--- config.mk ---
export PLATFORM = sky130hd
export DESIGN_NAME = alu_operand_sequencer
export DESIGN_NICKNAME = d
export VERILOG_FILES = /design/src/rtl/alu_operand_sequencer_pkg.sv /design/src/rtl/alu_operand_sequencer_btn_edge_detect.sv /design/src/rtl/alu_operand_sequencer.sv
export SDC_FILE = /design/constraint.sdc
export NUM_CORES = 1
export LEC_CHECK = 0
export BUFFER_PORTS_ARGS = -buffer_cell sky130_fd_sc_hd__buf_2
export CAP_MARGIN = 20
export CORE_UTILIZATION = 30
export DETAILED_ROUTE_END_ITERATION = 12
export GPL_ROUTABILITY_DRIVEN = 1
export PLACE_DENSITY_LB_ADDON = 0.1
export SETUP_SLACK_MARGIN = 0.1
export SYNTH_ARGS = -nofsm -noshare
export SYNTH_HDL_FRONTEND = slang
export SYNTH_SLANG_ARGS = --single-unit
--- constraint.sdc ---
create_clock -name i_clk -period 1.5 [get_ports i_clk]
set_input_delay 0 -clock i_clk [delete_from_list [all_inputs] [get_ports i_clk]]
set_output_delay 0 -clock i_clk [all_outputs]
set_load 0.03 [all_outputs]
--- src/rtl/alu_operand_sequencer_pkg.sv ---
// Shared definitions for the ALU front-end sequencer: default widths, the
// supported opcode set and the exported FSM state encoding.
package alu_operand_sequencer_pkg;

    localparam int NB_DATA_DEF   = 8;
    localparam int NB_OPCODE_DEF = 6;
    localparam int NB_STATE_DEF  = 3;

    localparam logic [5:0] OP_ADD = 6'b100000;
    localparam logic [5:0] OP_SUB = 6'b100010;
    localparam logic [5:0] OP_AND = 6'b100100;
    localparam logic [5:0] OP_OR  = 6'b100101;
    localparam logic [5:0] OP_XOR = 6'b100110;
    localparam logic [5:0] OP_NOR = 6'b100111;
    localparam logic [5:0] OP_SRL = 6'b000010;
    localparam logic [5:0] OP_SRA = 6'b000011;

    // Encoding is shown on the board LEDs, so the values are fixed.
    typedef enum logic [2:0] {
        S_OP1  = 3'd0,
        S_OP2  = 3'd1,
        S_OPC  = 3'd2,
        S_EXEC = 3'd3,
        S_DONE = 3'd4
    } state_t;

    function automatic logic is_valid_opcode(input logic [5:0] opc);
        logic ok;
        case (opc)
            OP_ADD, OP_SUB, OP_AND, OP_OR,
            OP_XOR, OP_NOR, OP_SRL, OP_SRA: ok = 1'b1;
            default:                        ok = 1'b0;
        endcase
        return ok;
    endfunction

endpackage

--- src/rtl/alu_operand_sequencer_btn_edge_detect.sv ---
// Rising-edge detector for already-debounced button levels: one flop per bit,
// pulse is high for the single cycle where the level goes 0 -> 1.
module alu_operand_sequencer_btn_edge_detect #(
    parameter int NB = 1
) (
    input  logic          clk,
    input  logic          reset,
    input  logic [NB-1:0] level,
    output logic [NB-1:0] pulse
);

    logic [NB-1:0] level_q;

    always_ff @(posedge clk) begin
        if (reset) begin
            level_q <= '0;
        end else begin
            level_q <= level;
        end
    end

    assign pulse = level & ~level_q;

endmodule

--- src/rtl/alu_operand_sequencer.sv ---
// Board front-end for the combinational ALU: loads operand 1, operand 2 and
// opcode from the switches one press at a time, then registers the result.
module alu_operand_sequencer
    import alu_operand_sequencer_pkg::*;
#(
    parameter int NB_DATA   = NB_DATA_DEF,
    parameter int NB_OPCODE = NB_OPCODE_DEF,
    parameter int NB_STATE  = NB_STATE_DEF
) (
    input  logic                 i_clk,
    input  logic                 i_reset,
    input  logic [NB_DATA-1:0]   i_sw,
    input  logic                 i_btn_load,
    input  logic                 i_btn_abort,
    input  logic [NB_DATA-1:0]   i_alu_result,
    output logic [NB_DATA-1:0]   o_op_1,
    output logic [NB_DATA-1:0]   o_op_2,
    output logic [NB_OPCODE-1:0] o_opcode,
    output logic [NB_DATA-1:0]   o_result,
    output logic                 o_valid,
    output logic                 o_err_opcode,
    output logic [NB_STATE-1:0]  o_state
);

    state_t state;
    state_t state_next;

    logic ld;
    logic ab;

    logic [NB_DATA-1:0]   op_1_next;
    logic [NB_DATA-1:0]   op_2_next;
    logic [NB_OPCODE-1:0] opcode_next;
    logic [NB_DATA-1:0]   result_next;
    logic                 valid_next;
    logic                 err_next;

    alu_operand_sequencer_btn_edge_detect #(.NB(1)) u_load_edge (
        .clk   (i_clk),
        .reset (i_reset),
        .level (i_btn_load),
        .pulse (ld)
    );

    alu_operand_sequencer_btn_edge_detect #(.NB(1)) u_abort_edge (
        .clk   (i_clk),
        .reset (i_reset),
        .level (i_btn_abort),
        .pulse (ab)
    );

    always_ff @(posedge i_clk) begin
        if (i_reset) begin
            state        <= S_OP1;
            o_op_1       <= '0;
            o_op_2       <= '0;
            o_opcode     <= '0;
            o_result     <= '0;
            o_valid      <= 1'b0;
            o_err_opcode <= 1'b0;
        end else begin
            state        <= state_next;
            o_op_1       <= op_1_next;
            o_op_2       <= op_2_next;
            o_opcode     <= opcode_next;
            o_result     <= result_next;
            o_valid      <= valid_next;
            o_err_opcode <= err_next;
        end
    end

    always_comb begin
        state_next  = state;
        op_1_next   = o_op_1;
        op_2_next   = o_op_2;
        opcode_next = o_opcode;
        result_next = o_result;
        valid_next  = o_valid;
        err_next    = o_err_opcode;

        // Abort beats a same-cycle load; data registers are left as they are.
        if (ab) begin
            state_next = S_OP1;
            valid_next = 1'b0;
            err_next   = 1'b0;
        end else begin
            case (state)
                S_OP1: begin
                    if (ld) begin
                        op_1_next  = i_sw;
                        state_next = S_OP2;
                    end
                end
                S_OP2: begin
                    if (ld) begin
                        op_2_next  = i_sw;
                        state_next = S_OPC;
                    end
                end
                S_OPC: begin
                    if (ld) begin
                        if (is_valid_opcode(i_sw[NB_OPCODE-1:0])) begin
                            opcode_next = i_sw[NB_OPCODE-1:0];
                            err_next    = 1'b0;
                            state_next  = S_EXEC;
                        end else begin
                            err_next = 1'b1;
                        end
                    end
                end
                S_EXEC: begin
                    // The ALU has had a full cycle on the registered operands.
                    result_next = i_alu_result;
                    valid_next  = 1'b1;
                    state_next  = S_DONE;
                end
                S_DONE: begin
                    if (ld) begin
                        op_1_next  = i_sw;
                        valid_next = 1'b0;
                        state_next = S_OP2;
                    end
                end
                default: begin
                    valid_next = 1'b0;
                    state_next = S_OP1;
                end
            endcase
        end
    end

    assign o_state = NB_STATE'(state);

endmodule

==> summary.md <==
| Metric | Value |
|---|---|
| Status | finished clean |
| RSZ-0062 raised after global routing | true |
| Cell row count | 25 |
| Final Max Tran Viols | 0 |
| Total Routing Usage GR | 13.8% |
| Post-Syn Area | 1460 sq um |
| Startpoint types | primary input |
| GPL Wtd Cong | approximately 0.78 |
| LEAKAGE | 1.03 nW |
| Critical path data arrival time | 1.59 ns |
| Initial antenna violation count | 0 |
| Global-route wire length before repair | 5300 um |
| Worst Reg-to-Reg Cells | 4 |
| Hold Crit Start | i_sw[0] |
| Share of the synthesized area in the top cell type | about half |
| Max Fclk | 0.727 GHz |
| Worst setup EP type | register |
| Final setup violation count | 0 |
| Pwr per Cell Area | 1010 nW/um^2 |
| Synth Instances | 143 |
| Hold Path Sink | o_op_1[0]$_SDFFE_PP0P_ |
| Share of cells above drive strength 1 | 37.4% |
| Antenna cells | 0 |
| Gr ovfl total | 0 |
| Hold Vio Cnt, Final | 0 |
| Min-Delay Path Depth | 3 |
| Relative slew slack | 71.5% |
| Vias in the first global route | around 1100 |
| Clock skew | 0.00666 ns |
| Largest stage delay, worst path | 0.53 ns |
| Clock buffer depth | 2 |
| Design Area, Final | around 2100 sq um |
| Via/cell ratio | 4.53 |
| Worst-Skew Late Latency | just under 0.3 ns |
| Post-Syn Area per Cell | around 10 sq um |
| Combinational Power Share | ~11% |
| PortBufs | 54 |
| Least-Margin Pin Slew | about 0.43 ns |
| Starting density of the core | 31.1% |
| Pre-antenna DRT Iters | 4 |
| Nets@finish | 238 |
| H-tree Lvls | 2 |
| Distinct cells, synth | 25 |
| Syn_nets | 163 |
| Worst-path maximum fanout | 3 |
| Clock power frac | 41.7% |
| IO Count | 55 |
| Final min period | 1.38 ns |
| Peak VDD IR | 0.458 mV |
| RR Endpoint | o_op_2[3]$_SDFFE_PP0P_ |
| ANT nets after route | 0 |
| DR iter-0 viols | 47 |
| Sequential fraction of design power | 47.1% |
| Die Area | 5150 sq um |
| Largest net degree at the start of global routing | 23 |
| Worst setup margin | between 0.1 and 0.15 ns |
| Seq cells post-synth | 37 |
| Register area share after synthesis | 50.7% |
| Post-route DRC | 0 |
| Final WL | roughly 3300 um |
| Core ar. | 4690 sq um |
| Cells along the critical path | dlygate4sd3_1 > buf_2 > or2_4 > or4b_1 > a21oi_1 |
| HP Class | in -> reg |
| Largest cells by area after synthesis | dfxtp_1, mux2i_1, nor2_1 |
| Die Y | 71.8 um |
| Switching share of power | 23.3% |
| WL/cell | 12.2 um |
| DP Area | 1810 sq um |
| Die span in x | between 70 and 80 um |
| P&R area growth vs syn | 46.0% |
| Largest area contributor in the netlist | dfxtp_1 |
| CTS tree | yes |
| Worst setup path startpoint | i_sw[3] |
| Number of max-cap violations | 0 |
| Setup CP Type | in -> reg |
| Detail Placement HPWL | 2310 um |
| Synthesis Warnings | 0 |
| Sink Count | 37 |
| Tcrit/Tclk final | 91.7% |
| Slowest library cell on the worst path | dlygate4sd3_1 |
| Final setup TNS | 0 ns |
| Family with the most delay on the worst path | simple AND/OR/NAND/NOR gates |
| FF-to-FF setup slack | 0.13 ns |
| R2R Path Start | u_load_edge.level_q$_SDFF_PP0_ |
| Net switching power | 0.503 mW |
| Power Internal | 1.65 mW |
| Bufs and invs on worst path | 2 |
| Total number of vias | roughly 1200 |
| Stages on the worst setup path | 5 |
| Required @ worst endpoint | 1.71 ns |
| TritonCTS Buffers | 5 |
| Clock slew at reported path FFs | 0.08 ns |
| CTS root buf | clkbuf_8 |
| Dpl ws | approximately 0.11 ns |
[metrics by stage]
step / hold slack [ns] / power, mW / std cells / util [%]
floorplan: 0.128 / 1.17 / 143 / -
global placement: 0.235 / 1.24 / 249 / 38.6
detailed placement: 0.248 / 1.24 / 249 / 38.6
CTS: 0.00106 / 2.19 / 272 / 44.4
global route: 0.0148 / 2.26 / 273 / 45.5
finish: 0.00878 / 2.16 / 273 / 45.5
[power groups by stage]
| stage | logic [mW] | clock network [mW] | registers [mW] |
|---|---|---|---|
| CTS | 0.234 | 0.940 | 1.02 |
| global route | 0.260 | 0.976 | 1.02 |
| floorplan | 0.100 | 0 | 1.07 |
| global placement | 0.202 | 0 | 1.04 |
| detailed placement | 0.203 | 0 | 1.04 |
| finish | 0.240 | 0.900 | 1.02 |
[per-layer routing]
| metal | track usage (%) | routed length (um) |
|---|---|---|
| met1 | 16.4 | 1510 |
| met3 | 5.49 | 200 |
| met5 | 0 | 0 |
| met4 | 6.54 | 59 |
| met2 | 21.8 | 1560 |
[cells in the mapped netlist]
master    count
a21oi_1       4
a22oi_1       1
a31oi_1       2
and2b_1       1
buf_1         1
buf_2         2
buf_6         1
clkbuf_1      3
dfxtp_1      37
mux2i_1      29
nand2b_1     13
nand3_1       2
nand3_2       1
nand3b_1      1
nor2_1       31
nor2_4        1
nor2b_1       2
nor2b_4       1
nor3_1        3
nor3b_1       2
nor4_4        1
nor4b_1       1
or2_1         1
or4_1         1
or4b_1        1
[worst max-delay path by stage]
stage	slack [ns]	to
after floorplan	0.01	o_op_2[0]$_SDFFE_PP0P_
after CTS	0.11	o_op_2[3]$_SDFFE_PP0P_
final	0.12	o_state[0]$_SDFFE_PP0P_
after detailed placement	0.11	o_op_2[3]$_SDFFE_PP0P_
after global routing	0.04	o_op_2[5]$_SDFFE_PP0P_
after global placement	0.13	o_opcode[1]$_SDFFE_PP0P_
[repair_timing]
item                                    CTS  global route
pin swaps                                 0             4
endpoints found under the hold margin    19             0
hold buffers                             15             0
endpoints found under the setup margin    3            16
setup buffers                             0             1
gates resized for setup                   1             7
[worst register-to-register path, delay by kind of cell (launching register included)]
kind | cells | cell delay, ns
flops | 1 | 0.32
mux | 1 | 0.18
simple gates | 3 | 0.76
[kinds of logic (layout without fill, tap and decap cells)]
family	Yosys count	count (layout)	share of synthesized area [%]
DFF	37	37	50.7
and+or+nand+nor	63	63	24.2
buffers and inverters	7	83	2.48
AOI/OAI and AO/OA	7	7	2.74
muxes	29	29	19.9
[flip-flops by register name, indices dropped and copies added (netlist names)]
name / count
o_op_1: 8
o_op_2: 8
o_result: 8
o_opcode: 6
o_state: 3
o_err_opcode: 1
o_valid: 1
u_abort_edge.level_q: 1
u_load_edge.level_q: 1
[placed cells by master (no fill, tap or decap), types with 4 or more instances in the layout]
cell type      netlist  final
mux2i_1             29     29
dlygate4sd3_1        0     15
a21oi_1              4      4
clkbuf_8             0      6
nand2b_1            13     12
dfxtp_1             37     32
nor2_1              31     30
buf_2                2     54
buf_4                0      4
[layout make-up]
type / count / area, sq um
Fill cell: 455 / 2560
Clock inverter: 2 / 36.3
Sequential cell: 37 / 752
Clock buffer: 6 / 82.6
Tap cell: 54 / 67.6
Timing Repair Buffer: 75 / 482
Multi-Input combinational cell: 99 / 713
(Power assumes the default switching activity.)
